## src/rtl/led_sweep_pkg.sv

```systemverilog
// State encoding and default widths shared by the LED sweep sequencer.
// The PICO encoding is only reachable when LED_SWEEP_HOLD_EN is defined.
package led_sweep_pkg;

    localparam int N_DEF     = 8;
    localparam int DIV_W_DEF = 16;

    typedef enum logic [2:0] {
        OCIOSO   = 3'd0,
        SUBINDO  = 3'd1,
        PICO     = 3'd2,
        DESCENDO = 3'd3,
        FIM      = 3'd4
    } sweep_state_t;

endpackage

```

## src/rtl/led_tick_div.sv

```systemverilog
// Step-rate prescaler: fires tick when the count reaches passo_div, then wraps.
// Held at zero whenever enable is low.
module led_tick_div
    import led_sweep_pkg::*;
#(
    parameter int DIV_W = DIV_W_DEF
) (
    input  logic             clock,
    input  logic             reset,
    input  logic             enable,
    input  logic [DIV_W-1:0] passo_div,
    output logic             tick
);

    logic [DIV_W-1:0] r_cnt;

    assign tick = enable && (r_cnt == passo_div);

    // A divisor lowered below the running count lets the counter roll over naturally.
    always_ff @(posedge clock or posedge reset) begin
        if (reset) begin
            r_cnt <= '0;
        end else if (!enable || tick) begin
            r_cnt <= '0;
        end else begin
            r_cnt <= r_cnt + DIV_W'(1);
        end
    end

endmodule

```

## src/rtl/led_sweep_controller.sv

```systemverilog
// Sweep sequencer for the colour mixer: mid -> max -> 0, config latched only at cycle ends.
// Define LED_SWEEP_HOLD_EN to add the PICO dwell of HOLD_TICKS ticks at the peak.
module led_sweep_controller
    import led_sweep_pkg::*;
#(
    parameter int N          = N_DEF,
    parameter int DIV_W      = DIV_W_DEF,
    parameter int HOLD_TICKS = 4
) (
    input  logic             clock,
    input  logic             reset,
    input  logic             iniciar,
    input  logic             parar,
    input  logic [DIV_W-1:0] passo_div,
    input  logic [N-1:0]     mid_cfg,
    input  logic [N-1:0]     max_cfg,
    output logic [N-1:0]     contador,
    output logic [N-1:0]     mid_idx,
    output logic [N-1:0]     max_idx,
    output logic             subindo,
    output logic             ativo,
    output logic             ciclo_fim,
    output logic             erro_cfg
);

    sweep_state_t r_state, w_next;
    logic [N-1:0] r_cnt, r_mid, r_max;
    logic         r_err, r_pend;
    logic         w_tick, w_run, w_latch, w_start, w_cfg_bad;
    logic [N-1:0] w_mid_new;

`ifdef LED_SWEEP_HOLD_EN
    localparam bit HOLD_ON = (HOLD_TICKS != 0);
    localparam int HOLD_W  = (HOLD_TICKS > 1) ? $clog2(HOLD_TICKS) : 1;

    logic [HOLD_W-1:0] r_hold;
    logic              w_hold_done;

    assign w_hold_done = (r_hold == HOLD_W'(HOLD_TICKS - 1));

    always_ff @(posedge clock or posedge reset) begin
        if (reset) begin
            r_hold <= '0;
        end else if (r_state != PICO) begin
            r_hold <= '0;
        end else if (w_tick) begin
            r_hold <= r_hold + HOLD_W'(1);
        end
    end
`else
    localparam bit HOLD_ON = (HOLD_TICKS < 0);
`endif

    assign w_run     = (r_state == SUBINDO) || (r_state == PICO) || (r_state == DESCENDO);
    assign w_start   = (r_state == OCIOSO) && iniciar;
    assign w_cfg_bad = (mid_cfg > max_cfg);
    assign w_mid_new = w_cfg_bad ? max_cfg : mid_cfg;

    led_tick_div #(.DIV_W(DIV_W)) u_tick_div (
        .clock     (clock),
        .reset     (reset),
        .enable    (w_run),
        .passo_div (passo_div),
        .tick      (w_tick)
    );

    always_comb begin
        w_next  = r_state;
        w_latch = 1'b0;
        case (r_state)
            OCIOSO: begin
                if (iniciar) begin
                    w_next  = SUBINDO;
                    w_latch = 1'b1;
                end
            end
            SUBINDO: begin
                if (w_tick && (r_cnt >= r_max)) begin
                    w_next = HOLD_ON ? PICO : DESCENDO;
                end
            end
`ifdef LED_SWEEP_HOLD_EN
            PICO: begin
                if (w_tick && w_hold_done) begin
                    w_next = DESCENDO;
                end
            end
`endif
            DESCENDO: begin
                if (w_tick && (r_cnt == '0)) begin
                    w_next = FIM;
                end
            end
            FIM: begin
                if (r_pend) begin
                    w_next = OCIOSO;
                end else begin
                    w_next  = SUBINDO;
                    w_latch = 1'b1;
                end
            end
            default: w_next = OCIOSO;
        endcase
    end

    always_ff @(posedge clock or posedge reset) begin
        if (reset) begin
            r_state <= OCIOSO;
            r_cnt   <= '0;
            r_mid   <= '0;
            r_max   <= '0;
            r_err   <= 1'b0;
            r_pend  <= 1'b0;
        end else begin
            r_state <= w_next;
            if (w_latch) begin
                r_max <= max_cfg;
                r_mid <= w_mid_new;
                r_cnt <= w_mid_new;
                // Only a fresh start clears the sticky error; cycle-end reloads just accumulate.
                r_err <= w_cfg_bad | (r_err & ~w_start);
            end else if (w_tick) begin
                if ((r_state == SUBINDO) && (r_cnt < r_max)) begin
                    r_cnt <= r_cnt + N'(1);
                end else if ((r_state == DESCENDO) && (r_cnt != '0)) begin
                    r_cnt <= r_cnt - N'(1);
                end
            end
            if ((r_state == FIM) && r_pend) begin
                r_pend <= 1'b0;
            end else if (parar && (r_state != OCIOSO)) begin
                r_pend <= 1'b1;
            end
        end
    end

    assign contador  = r_cnt;
    assign mid_idx   = r_mid;
    assign max_idx   = r_max;
    assign subindo   = (r_state == SUBINDO);
    assign ativo     = (r_state != OCIOSO);
    assign ciclo_fim = (r_state == FIM);
    assign erro_cfg  = r_err;

endmodule

```

## config.mk

```make
export PLATFORM = sky130hd
export DESIGN_NAME = led_sweep_controller
export DESIGN_NICKNAME = d
export VERILOG_FILES = /design/src/rtl/led_sweep_pkg.sv /design/src/rtl/led_tick_div.sv /design/src/rtl/led_sweep_controller.sv
export SDC_FILE = /design/constraint.sdc
export NUM_CORES = 1
export LEC_CHECK = 0
export ABC_CLOCK_PERIOD_IN_PS = 3200
export BUFFER_PORTS_ARGS = -buffer_cell sky130_fd_sc_hd__buf_2
export CORE_MARGIN = 1.5
export CORE_UTILIZATION = 51
export CTS_BUF_LIST = sky130_fd_sc_hd__clkbuf_2
export DETAILED_ROUTE_END_ITERATION = 8
export PLACE_DENSITY = 0.84
export SETUP_SLACK_MARGIN = 0.05
export SYNTH_ARGS = -nofsm -noshare
export SYNTH_HDL_FRONTEND = slang
export SYNTH_HIERARCHICAL = 1
export SYNTH_SLANG_ARGS = --single-unit
export TNS_END_PERCENT = 10
```

## constraint.sdc

```tcl
create_clock -name clock -period 3.2 [get_ports clock]
set_clock_uncertainty 0.2 [all_clocks]
set_input_delay 0.48 -clock clock [delete_from_list [all_inputs] [get_ports clock]]
set_output_delay 0.48 -clock clock [all_outputs]
set_load 0.005 [all_outputs]
```

Yosys cells after proc, flatten, opt, wreduce, memory -nomap -nowiden
Index checks and enable logic that the tools add are counted.

cells by class
  add/subtract/negate cells = 3
  magnitude comparators = 3
  equal/unequal tests = 8
  mux-type cells = 16
  bitwise logic cells = 3
  reductions and logical operators = 21

operators by type and width
  operator                                                                count
  8-bit two-way mux                                                       5
  16-bit by 1-bit adder with 16-bit output (second input constant)        1
  16-bit equality test                                                    1
  16-bit two-way mux                                                      1
  3-bit case mux with 4 select lines                                      1
  3-bit two-way mux                                                       3
  8-bit by 1-bit adder with 8-bit output (second input constant)          1
  8-bit greater-or-equal comparator                                       1
  8-bit > comparator                                                      1
  1-bit logical AND                                                       8
  8-bit logical NOT                                                       1
  8-bit less-than comparator                                              1
  8-bit nonzero test                                                      1
  8-bit by 1-bit subtractor with 8-bit output (second input constant)     1
  3-bit by 2-bit equality test with 1-bit output (second input constant)  2
  3-bit nonzero test                                                      2
  1-bit two-way mux                                                       5
  2-bit != test (second input constant)                                   2
  2-bit nonzero test                                                      2
  3-bit by 1-bit equality test with 1-bit output (second input constant)  1
  3-bit equality test (second input constant)                             1
  3-bit logical NOT                                                       1
  1-bit logical OR                                                        3
  3-bit AND reduction                                                     1
  7 further kinds                                                         7

word-level totals
  bits in registers = 45
  output and inout bits = 28
  word-level logic and storage cells = 61

Depth between registers and ports, before layout
  word-level depth = 7
  gate-level depth with buffers = 13

By module
Netlist, hierarchy kept.

modules (own cells, without submodules)
  module                times used  cells an instance  area each (sq um)
  led_sweep_controller  1           230                2087.0
  led_tick_div          1           100                987.2

Least setup slack after synthesis
Ideal clock, no wire load.

  path type = register to register
  start = register r_cnt[1], in the netlist contador[1]
  end = register r_cnt[7], in the netlist contador[7]
  library setup time = 0.096 ns
  arrival time = 2.997 ns
  slack = -0.092 ns
  stages on the path, launching flop included = 13
  buffers on the path = 0
  period minus slack after synthesis = 3.292 ns
  cell sequence = dfrtp_1 -> ha_1 -> nor2b_1 -> o211ai_1 -> a21oi_1 -> nand2b_1 -> ha_1 -> nand3_1 -> o211ai_1 -> o221ai_1 -> o21a_1 -> o211a_1 -> nor4_2

between the ends
  longest elaborated chain between the ends = 5

RTL lines
  element                                                                                           line                                                      text
  start: declaration                                                                                led_sweep_controller.sv:27                                logic [N-1:0] r_cnt, r_mid, r_max;
  start signal: assignment                                                                          led_sweep_controller.sv:119                               r_cnt <= w_mid_new;
  start signal: assignment                                                                          led_sweep_controller.sv:124                               r_cnt <= r_cnt + N'(1);
  start signal: assignment                                                                          led_sweep_controller.sv:126                               r_cnt <= r_cnt - N'(1);
  8-bit by 1-bit subtractor with 8-bit output / 8-bit less-than comparator (equally long branches)  led_sweep_controller.sv:126, led_sweep_controller.sv:123
  8-bit two-way mux / 1-bit logical AND (equally long branches)                                     led_sweep_controller.sv:125, led_sweep_controller.sv:123
  8-bit two-way mux                                                                                 led_sweep_controller.sv:123                               if ((r_state == SUBINDO) && (r_cnt < r_max)) begin
  8-bit two-way mux                                                                                 led_sweep_controller.sv:122                               end else if (w_tick) begin
  8-bit two-way mux                                                                                 led_sweep_controller.sv:116                               if (w_latch) begin

Parallel ways exist; a longest one is shown, timed or not. The select of a mux whose other input is x is not followed.
A chain may end at the register's enable or synchronous reset.

Final worst setup path
  start = register r_cnt[6], in the netlist contador[6]
  end = register r_cnt[6], in the netlist contador[6]

The elaborated chain is that of the path after synthesis.

==> results.json <==
{
  "status": "finished, final reports clean",
  "antenna_found_initial": 0,
  "syn_avg_cell_area_sq_um": 9.32,
  "fin_nets": 470,
  "io_pins": 64,
  "slew_headroom_pct": 40.2,
  "critPathKind": "flop to flop",
  "synth.cell_area_sq_um": 3070,
  "vias": 2777,
  "initial_core_util_pct": 52.2,
  "cts_tree": "built",
  "gp_congestion": 0.893,
  "finalHoldViolations": 0,
  "synth_area_leaders": "dfrtp_1, ha_1, xnor2_1",
  "cts.clk_slew.worst_paths_ps": 260,
  "synth_nets": 391,
  "yosys_most_used_dff": "dfrtp_1",
  "cellLeakagePower_nw": 1.77,
  "clock_latency_ps": 430,
  "drv_cap": 0,
  "syn_to_final_growth_pct": 21.4,
  "synth-seq-area-share_pct": 36.6,
  "yosys_warnings": 6,
  "async_flop_share_pct": 100,
  "diodes": 0,
  "place.port_buffers": 63,
  "cts.path.max_buffers": 2,
  "drc": 0,
  "dp_slack_ps": -75.2,
  "cts-buffers-inserted": 5,
  "hp-class": "primary input to flop",
  "dieArea_sq_um": 6500,
  "hpwl_microns": 5820,
  "min_period_ps": 3140,
  "ir_drop_v": 0.000403,
  "cp.arrival_ps": 3300,
  "fmax_mhz": 319,
  "synth-edff-count": 0,
  "setup_ws_ps": 61.9,
  "clock_tree.root_cell": "clkbuf_2",
  "yosys_register_bits": 45,
  "avgViaCountPerCell": 5.73,
  "rr_worst_depth": 11,
  "yosys.area.top_type_share_pct": 36.6,
  "ys_types": 58,
  "cp-end-kind": "flop",
  "drt_wl_total_microns": 7910,
  "die_h_microns": 80.6,
  "grt_pass1_wl_microns": 12300,
  "grt_pass1_vias": 2771,
  "drt_iter0_drc": 97,
  "antenna_left": 0,
  "drive_gt1_share_pct": 31.0,
  "fin_crit_sh_pct": 98.1,
  "wl_per_cell_microns": 16.3,
  "min_delay_path_depth": 3,
  "maxSlewViolCount": 0,
  "grt.overflow.total": 0,
  "syn_inst": 330,
  "tightestPinTransition_ps": 896,
  "setup_violations": 0,
  "rsz0062_at_grt": "true",
  "drt-pass1-iter-count": 4,
  "rows": 28,
  "grt_usage_pct": 24.8,
  "path_max_fanout": 5,
  "cp-start-kind": "flop",
  "critPathRequiredTime_ps": 3360,
  "fp.dieW_microns": 80.6,
  "whs_ps": 50.2,
  "cts.sinks": 45,
  "htree_levels": 2,
  "grt_max_degree": 24,
  "core_area_sq_um": 5890,
  "power_density_nw_per_um2": 608,
  "synth_top_area_cell": "dfrtp_1"
}
==> cell usage after synthesis (all sizes together), types with 2 or more instances <==
master / n
or3: 4
buf: 8
nor4: 4
o211ai: 4
nor3: 6
o21bai: 2
dfrtp: 45
and3: 4
mux2i: 4
ha: 24
nand2b: 2
xor2: 7
clkbuf: 2
o31ai: 2
or4: 2
o21ai: 18
nand2: 20
a211oi: 6
nor2b: 2
inv: 26
nand3: 10
or2: 2
nor2: 39
o21a: 5
xnor2: 26
a21oi: 30
nand3b: 2
nand4: 10
==> layout by cell type (no fill, tap or decap), types with 6 or more instances in the layout <==
| cell | instances |
|---|---|
| buf_2 | 63 |
| buf_4 | 17 |
| ha_1 | 20 |
| xor2_1 | 7 |
| inv_1 | 26 |
| dfrtp_1 | 43 |
| a21oi_2 | 6 |
| a21oi_1 | 24 |
| nor2_1 | 38 |
| nand4_1 | 9 |
| o21ai_0 | 13 |
| xnor2_1 | 26 |
| nand3_1 | 8 |
| nand2_1 | 20 |
==> state kept, by name (all words and copies together), names as in the netlist <==
signal and count:
max_idx 8, r_pend 1, u_tick_div/r_cnt 16, erro_cfg 1
r_state 3, contador 8, mid_idx 8
==> worst paths after layout <==
check	startpoint	endpoint	slack (ps)
worst max-delay path	contador[6]	contador[6]	60
worst min-delay path	max_cfg[0]	max_idx[0]	50
worst max register to register	contador[6]	contador[6]	60
worst min register to register	erro_cfg	erro_cfg	320
max in group asynchronous	reset	contador[6]	1610
min in group asynchronous	reset	u_tick_div/r_cnt[13]	450
==> layout make-up <==
type                       instances  area, sq um
multi-input combinational        250         1890
clock inverter                     3         47.5
tap                               75         93.8
sequential                        45         1130
clock buffer                       5         25.0
fill                             496         2150
timing repair buffer              81          453
inverter                          26         97.6
==> through the flow <==
| stage | util, % | area, sq um | instances | power, mW | TNS [ps] |
|---|---|---|---|---|---|
| finish | 63.4 | 3730 | 485 | 2.27 | 0 |
| global route | 63.4 | 3730 | 485 | 2.43 | -59.1 |
| CTS | 62.2 | 3660 | 481 | 2.19 | 0 |
| detailed placement | 59.8 | 3520 | 469 | 1.78 | -98.6 |
| global placement | 59.8 | 3520 | 469 | 1.72 | 0 |
| floorplan | - | 3100 | 330 | 1.50 | 0 |
==> timing repair <==
| action | in CTS | in global routing |
|---|---|---|
| endpoints found under the hold margin | 32 | 0 |
| setup endpoints to repair | 2 | 3 |
| resized for setup | 5 | 8 |
| cloned | 1 | 0 |
| buffers inserted | 2 | 4 |
| hold buffers | 1 | 0 |
| pin swaps | 2 | 8 |
==> power breakdown <==
part           internal (mW)  total, mW  leakage, nW  switching (mW)
Clock                  0.138      0.343       0.0440           0.205
Sequential             0.677      0.806        0.544           0.129
Combinational          0.536       1.12         1.18           0.587
==> layer usage <==
layer	routed length, microns	part of all wire, %	GRT usage, %
met1	3170	40	29.1
met5	0	0	0
met2	3980	50	43.8
met3	543	6.9	4.89
met4	214	2.7	10.2
==> worst max-delay path: stages (launching register included) <==
cell      delay (ps)
dfrtp_2          510
ha_1             320
o21ai_0          250
o21a_2           280
nand2b_4         120
fa_1             430
a21o_1           190
a21oi_2          180
o21bai_1          80
a21oi_1          190
xnor2_1           90
o221a_1          220
==> cell families (layout without fill, tap and decap cells) <==
kind of cell / count (synthesis) / in the layout / share of synthesized area (%)
and+or+nand+nor: 111 / 112 / 19.5
AOI/OAI and AO/OA: 76 / 76 / 17.4
DFF: 45 / 45 / 36.6
buffers and inverters: 36 / 115 / 5.33
xor gates and xnor gates: 33 / 33 / 9.40
adders and majority gates: 25 / 25 / 10.4
muxes: 4 / 4 / 1.30
No activity file was read; power rests on OpenSTA's default activity.
